`src/rtl/flare_qualifier.sv`:
```
// Conditions the asynchronous LM393 comparator output into a qualified flare level,
// with edge pulses and a saturating flare counter.
module flare_qualifier #(
  parameter int unsigned SAMPLE_DIV = 100000,
  parameter int unsigned ON_COUNT   = 8,
  parameter int unsigned OFF_COUNT  = 32,
  parameter int unsigned MIN_HOLD   = 500,
  parameter int unsigned CNT_W      = 16
) (
  input  logic             clk,
  input  logic             reset_n,
  input  logic             raw_in,
  input  logic             enable,
  input  logic             clear_count,
  output logic             flare_detect,
  output logic             flare_rise,
  output logic             flare_fall,
  output logic [CNT_W-1:0] event_count,
  output logic [1:0]       q_state
);

  localparam int unsigned DivW   = (SAMPLE_DIV > 1) ? $clog2(SAMPLE_DIV) : 1;
  localparam int unsigned RunMax = (ON_COUNT > OFF_COUNT) ? ON_COUNT : OFF_COUNT;
  localparam int unsigned RunW   = $clog2(RunMax + 1);
  localparam int unsigned HoldW  = $clog2(MIN_HOLD + 1);

  localparam logic [DivW-1:0]  DivLast  = DivW'(SAMPLE_DIV - 1);
  localparam logic [RunW-1:0]  RunOn    = RunW'(ON_COUNT);
  localparam logic [RunW-1:0]  RunOff   = RunW'(OFF_COUNT);
  localparam logic [HoldW-1:0] HoldSat  = HoldW'(MIN_HOLD);

  localparam logic [1:0] StIdle      = 2'd0;
  localparam logic [1:0] StArming    = 2'd1;
  localparam logic [1:0] StActive    = 2'd2;
  localparam logic [1:0] StReleasing = 2'd3;

  logic             sync1_q, sync2_q;
  logic [DivW-1:0]  div_q, div_d;
  logic [RunW-1:0]  run_q, run_d;
  logic [HoldW-1:0] hold_q, hold_d;
  logic [1:0]       state_q, state_d;
  logic             detect_q, detect_d;
  logic             rise_q, rise_d;
  logic             fall_q, fall_d;
  logic [CNT_W-1:0] count_q, count_d;
  logic             s;
  logic             tick;

  // Two-flop synchronizer for the asynchronous comparator pin.
  always_ff @(posedge clk or negedge reset_n) begin
    if (!reset_n) begin
      sync1_q <= 1'b0;
      sync2_q <= 1'b0;
    end else begin
      sync1_q <= raw_in;
      sync2_q <= sync1_q;
    end
  end

  assign s    = sync2_q;
  assign tick = enable && (div_q == DivLast);

  always_comb begin
    div_d   = div_q;
    run_d   = run_q;
    hold_d  = hold_q;
    state_d = state_q;
    rise_d  = 1'b0;
    fall_d  = 1'b0;

    if (!enable) begin
      // Disabling aborts any flare; the fall pulse still marks a dropped level.
      div_d   = '0;
      run_d   = '0;
      hold_d  = '0;
      state_d = StIdle;
      fall_d  = detect_q;
    end else begin
      div_d = tick ? '0 : div_q + DivW'(1);
      if (tick) begin
        case (state_q)
          StIdle: begin
            if (s) begin
              state_d = StArming;
              run_d   = RunW'(1);
            end
          end
          StArming: begin
            if (!s) begin
              state_d = StIdle;
              run_d   = '0;
            end else if ((run_q + RunW'(1)) == RunOn) begin
              state_d = StActive;
              run_d   = '0;
              hold_d  = '0;
              rise_d  = 1'b1;
            end else begin
              run_d = run_q + RunW'(1);
            end
          end
          StActive: begin
            if (hold_q < HoldSat) begin
              hold_d = hold_q + HoldW'(1);
            end else if (!s) begin
              state_d = StReleasing;
              run_d   = RunW'(1);
            end
          end
          StReleasing: begin
            // Returning to ACTIVE keeps hold saturated so release can restart at once.
            if (s) begin
              state_d = StActive;
              run_d   = '0;
            end else if ((run_q + RunW'(1)) == RunOff) begin
              state_d = StIdle;
              run_d   = '0;
              fall_d  = 1'b1;
            end else begin
              run_d = run_q + RunW'(1);
            end
          end
          default: begin
            state_d = StIdle;
            run_d   = '0;
          end
        endcase
      end
    end

    detect_d = (state_d == StActive) || (state_d == StReleasing);
  end

  // Clear takes effect first so a coincident rise leaves the count at one.
  always_comb begin
    count_d = count_q;
    if (clear_count) begin
      count_d = '0;
    end
    if (rise_d && !(&count_d)) begin
      count_d = count_d + CNT_W'(1);
    end
  end

  always_ff @(posedge clk or negedge reset_n) begin
    if (!reset_n) begin
      div_q    <= '0;
      run_q    <= '0;
      hold_q   <= '0;
      state_q  <= StIdle;
      detect_q <= 1'b0;
      rise_q   <= 1'b0;
      fall_q   <= 1'b0;
      count_q  <= '0;
    end else begin
      div_q    <= div_d;
      run_q    <= run_d;
      hold_q   <= hold_d;
      state_q  <= state_d;
      detect_q <= detect_d;
      rise_q   <= rise_d;
      fall_q   <= fall_d;
      count_q  <= count_d;
    end
  end

  assign flare_detect = detect_q;
  assign flare_rise   = rise_q;
  assign flare_fall   = fall_q;
  assign event_count  = count_q;
  assign q_state      = state_q;

endmodule
```
`config.mk`:
```
export PLATFORM = sky130hd
export DESIGN_NAME = flare_qualifier
export DESIGN_NICKNAME = d
export VERILOG_FILES = /design/src/rtl/flare_qualifier.sv
export SDC_FILE = /design/constraint.sdc
export NUM_CORES = 1
export LEC_CHECK = 0
export ABC_AREA = 1
export CORE_MARGIN = 5
export CORE_UTILIZATION = 25
export DETAILED_ROUTE_END_ITERATION = 8
export PLACE_DENSITY = 0.46
export REMOVE_ABC_BUFFERS = 1
export SLEW_MARGIN = 20
export SYNTH_ARGS = -nofsm -noshare
export SYNTH_HDL_FRONTEND = slang
export SYNTH_SLANG_ARGS = --single-unit
```
`constraint.sdc`:
```
create_clock -name clk -period 4 [get_ports clk]
set_input_delay 0.6 -clock clk [delete_from_list [all_inputs] [get_ports clk]]
set_output_delay 0.6 -clock clk [all_outputs]
set_load 0.05 [all_outputs]
```
Yosys cells after proc, flatten, opt, wreduce, memory -nomap -nowiden
Cells that the tools add are included.
Storage, ports and cells
  register bits: 55
  input port bits: 5
  output and inout port bits: 21
  word-level logic and storage cells: 79
Operators by class
  add/subtract/negate cells: 4
  $lt $le $gt $ge: 1
  equality and inequality tests: 16
  multiplexer cells: 40
  reductions and logical operators: 8
Operator list (count)
  two-way mux 6 bit: 9
  two-way mux 9 bit: 5
  two-way mux 17 bit: 2
  two-way mux 16 bit: 2
  one-hot mux 6 bit (4 select lines): 1
  two-way mux 2 bit: 9
  != test 3 bit (second input constant): 6
  one-hot mux 9 bit (2 select lines): 1
  adder 17 x 1 -> 17 bit (second input constant): 1
  == test 17 bit (second input constant): 1
  adder 16 x 1 -> 16 bit (second input constant): 1
  AND reduction 16 bit: 1
  two-way mux 1 bit: 10
  adder 9 x 1 -> 9 bit (second input constant): 1
  < comparator 9 bit (second input constant): 1
  == test 2 bit (second input constant): 4
  one-hot mux 2 bit (4 select lines): 1
  adder 6 x 1 -> 6 bit (second input constant): 1
  == test 6 x 4 -> 1 bit (second input constant): 1
  == test 6 bit (second input constant): 1
  AND reduction 5 bit: 1
  AND reduction 4 bit: 1
  != test 3 x 1 -> 1 bit (second input constant): 1
  == test 2 x 1 -> 1 bit (second input constant): 1
  5 further kinds: 6

Longest topological paths before layout
  word-level depth: 9
  depth in mapped cells: 14

Worst setup path after synthesis
Ideal clock, no wire load.
  path type: input to register
  from: input clear_count
  to: register count_q[5] (netlist: event_count[5])
  setup time: 0.116 ns
  arrival: 1.964 ns
  setup slack: 1.919 ns
  cell stages on the path: 11
  path buffers: 2
  cell sequence: buf_6 -> nor2_1 -> ha_1 -> inv_1 -> nor3_2 -> nand2_2 -> clkinv_2 -> nand3_4 -> buf_2 -> nand3_1 -> nand2_1
Between the ends
  cells in the longest elaborated chain, start to end: 5
RTL lines
  start, declared: RTL line 14  | input logic clear_count,
  two-way mux 16 bit (*): RTL line 136  | if (clear_count) begin
  branches (longest 3 deep; another with adder 16 x 1 -> 16 bit)
  two-way mux 16 bit (*): RTL line 139  | if (rise_d && !(&count_d)) begin
  named net count_d[5]: RTL line 45  | logic [CNT_W-1:0] count_q, count_d;
  end signal, assigned: RTL line 162  | count_q <= count_d;
  end, declared: RTL line 45
Mark *: on every way through the listed nets, which the timed path passes.
A chain may end at the register's enable or synchronous reset.

Final worst setup path
  from: input clear_count
  to: register count_q[12] (netlist: event_count[12])
Same word-level chain as after synthesis.

==> impl_metrics.csv <==
group,metric,value,unit
timing,maxSlewViolCount,0,
cells_and_area,syn_to_final_growth,16.4,%
cells_and_area,stdcell_count,685,
timing,clock-skew-final,0.00556,ns
power,p_leak,0.00184,µW
detailed_routing,firstDrtPassIters,4,
detailed_routing,drt_iter0_drc,258,
clock_network,post_cts_buffers,0,
synthesis,ys_seq_area_share,40.0,%
placement,routabilityCongestion,0.824,
worst_setup_path,cp_max_fo,16,
worst_setup_path,crit_start,"clear_count",
power,peakVddDrop,0.127,mV
global_routing,overflow,0,
floorplan,start_util,25.8,%
timing,worst_pin_slew,0.656,ns
power,power.switching,246,µW
detailed_routing,post-route-drc-count,0,
placement,dpl.hpwl,6.39,mm
timing,fin_crit,2.88,ns
synthesis,ys_types,38,
worst_setup_path,timing.rr.start,"event_count[0]",
clock_network,cts_tree,"built",
synthesis,syn_area_per_cell,7.14,µm²
timing,period_share,72.0,%
clock_network,clkLatencyLatePin,0.30,ns
worst_setup_path,worstSetupPathDepth,11,
clock_network,root_buffer,"clkbuf_16",
run_status,status,"finished, final reports clean",
worst_setup_path,crit_path_end_kind,"flop",
worst_setup_path,crit_type,"in -> reg",
floorplan,core,0.0133,mm²
cells_and_area,drive_above_1_share,7.66,%
detailed_routing,wl_per_cell,12.7,µm
synthesis,synth_area,0.00344,mm²
synthesis,yosys_warnings,0,
worst_setup_path,ff2ff_path_depth,11,
timing,max_slew_margin,56.2,%
detailed_routing,ant_nets,0,
power,power_density,261,mW/mm²
global_routing,grt_pass1_wl,14.8,mm
power,intPower,802,µW
worst_setup_path,path_buf_inv,3,
synthesis,synth_cells,482,
clock_network,ctsHtreeMaxLevel,2,
clock_network,clk_path_buf_depth,2,
cells_and_area,fillers,1495,
detailed_routing,wl,8.72,mm
synthesis,synth_edf_count,0,
floorplan,io_pins,26,
detailed_routing,viasPerCell,4.49,
worst_setup_path,critPathSlowestCell,"clkdlybuf4s50_1",
power,seqPwrFrac,53.8,%
clock_network,ctsResizeCount,0,
placement,post-place-cells,677,
floorplan,chipHeight,127,µm
worst_setup_path,path_cells,"clkdlybuf4s50_1, nor2_1, ha_1, inv_1, nor3_2, nand2_2, clkinv_2, nand3_4, nand2_4, nand3_1, nand2_1",
worst_setup_path,start_kind,"input pin",
global_routing,antenna_found_initial,0,
synthesis,synth_flop_cell,"dfrtp_1",
timing,setup_violations,0,
timing,rsz0062_at_grt,"no",
clock_network,cts_made_buffers,5,
global_routing,grt_max_degree,29,
hold_path,hold_path.class,"in -> async",
power,pwr-share-clk,42.6,%
worst_setup_path,cp.arrival,3.13,ns
detailed_routing,vias,3077,
synthesis,async_reset_ff_share,100,%
worst_setup_path,cp_top_family,"simple AND/OR/NAND/NOR gates",
worst_setup_path,critical-path-max-stage-delay,0.74,ns
power,combPwrFrac,3.6,%
global_routing,first_global_vias,3046,
clock_network,postCtsHoldBufs,0,
power,p_sw_share,23.5,%
placement,io_buffers,25,
timing,hold_violations,0,
job,cap_violations,0,
floorplan,row_count,42,
timing,finalSetupTns,0,ns
clock_network,path_clk_slew,0.07,ns
timing,achievable-frequency,347,MHz
floorplan,die_w,127,µm
cells_and_area,fin_nets,517,
worst_setup_path,required,4.24,ns
global_routing,grt.total_usage,11.2,%
cells_and_area,antenna_cells,0,
floorplan,dieArea,0.0162,mm²
clock_network,clock-sinks,55,
synthesis,ys_ff_latch,55,
## layer usage
metal / wire length (µm) / GRT usage, % / share of wire (%)
met3: 294 / 2.30 / 3.4
met5: 0 / 0 / 0
met2: 3900 / 17.4 / 45
met1: 4360 / 15.1 / 50
met4: 168 / 4.54 / 1.9
## flip-flops by register name (all words and copies together) (netlist names)
name,flops
div_q,17
event_count,16
flare_detect,1
flare_fall,1
flare_rise,1
hold_q,9
q_state,2
run_q,6
s,1
sync1_q,1
## logic make-up after synthesis
logic type	share of synthesized area [%]
mux	0.291
buf+inv	8.76
fa+ha+maj	1.45
flops	40.0
simple gates	40.5
compound gates	4.91
xor+xnor	4.07
## synthesized netlist by cell type, types with 2 or more instances
library cell	instances	share of area, %
a21oi_1	12	1.7
buf_2	2	0.29
buf_4	2	0.44
buf_6	2	0.65
dfrtp_1	55	40
ha_1	4	1.5
inv_1	57	6.2
inv_2	5	0.55
nand2_1	132	14
nand2_2	5	0.91
nand2_4	2	0.65
nand3_1	55	8.0
nand3b_1	2	0.44
nand4_1	12	2.2
nor2_1	58	6.3
nor2_2	5	0.91
nor2_4	3	0.98
nor3_1	18	2.6
nor3_2	4	1.2
nor4_1	2	0.36
o21ai_0	13	1.9
o31ai_1	2	0.44
xnor2_1	5	1.3
xor2_1	11	2.8
## per-stage QoR
| step | total power, µW | setup WS, ns | cell area [µm²] | utilization, % | hold slack (ns) |
|---|---|---|---|---|---|
| floorplan | 587 | 1.95 | 3390 | - | 0.304 |
| global placement | 614 | 0.909 | 3870 | 29.0 | 0.368 |
| detailed placement | 615 | 0.811 | 3870 | 29.0 | 0.354 |
| CTS | 1070 | 1.11 | 4010 | 30.0 | 0.348 |
| global route | 1090 | 0.924 | 4010 | 30.0 | 0.393 |
| finish | 1050 | 1.12 | 4010 | 30.0 | 0.323 |
## layout by cell type (no fill, tap or decap), types with 2 or more instances in the layout
cell / n
nand2_1: 132
nor2_1: 58
inv_1: 57
nand3_1: 55
dfrtp_1: 55
clkdlybuf4s50_1: 24
nor3_1: 18
o21ai_0: 13
nand4_1: 12
a21oi_1: 12
xor2_1: 11
inv_2: 5
nor2_2: 5
nand2_2: 5
xnor2_1: 5
clkbuf_16: 5
nor3_2: 4
ha_1: 4
nor2_4: 3
clkinv_2: 2
nand2_4: 2
nand3b_1: 2
o31ai_1: 2
nor4_1: 2
clkbuf_1: 2
buf_4: 2
## worst reg2reg max path, cell delays in order (launching register included)
cell	delay, ns
dfrtp_1	0.40
inv_1	0.05
nor2_1	0.24
ha_1	0.25
inv_1	0.08
nor3_2	0.22
nand2_2	0.12
clkinv_2	0.09
nand3_4	0.19
nand2_4	0.26
nand3_1	0.10
nand2_1	0.06
## power groups by stage
stage	combinational [µW]	sequential, µW	clock, µW
final	37.9	564	446
after global routing	44.6	564	485
after CTS	40.0	563	468
after detailed placement	40.0	575	0
after global placement	39.5	575	0
after floorplan	12.7	574	0
## worst paths after layout
check                                  endpoint  slack [ns]
worst min register to register                s        0.37
worst min-delay path                   run_q[4]        0.32
max in group asynchronous              div_q[7]        2.85
min in group clk                              s        0.37
worst max-delay path            event_count[12]        1.12
worst max register to register  event_count[12]        1.88
## cell type report
class,count,area [µm²],area share [%]
multi-input cells,355,1760,44.0
flip-flops and latches,55,1380,34.4
repair buffers,27,260,6.50
inverters,64,246,6.15
well taps,176,220,5.50
clock buffers,7,133,3.31
clock inverters,1,5.00,0.125
No activity file was read; power rests on OpenSTA's default activity.
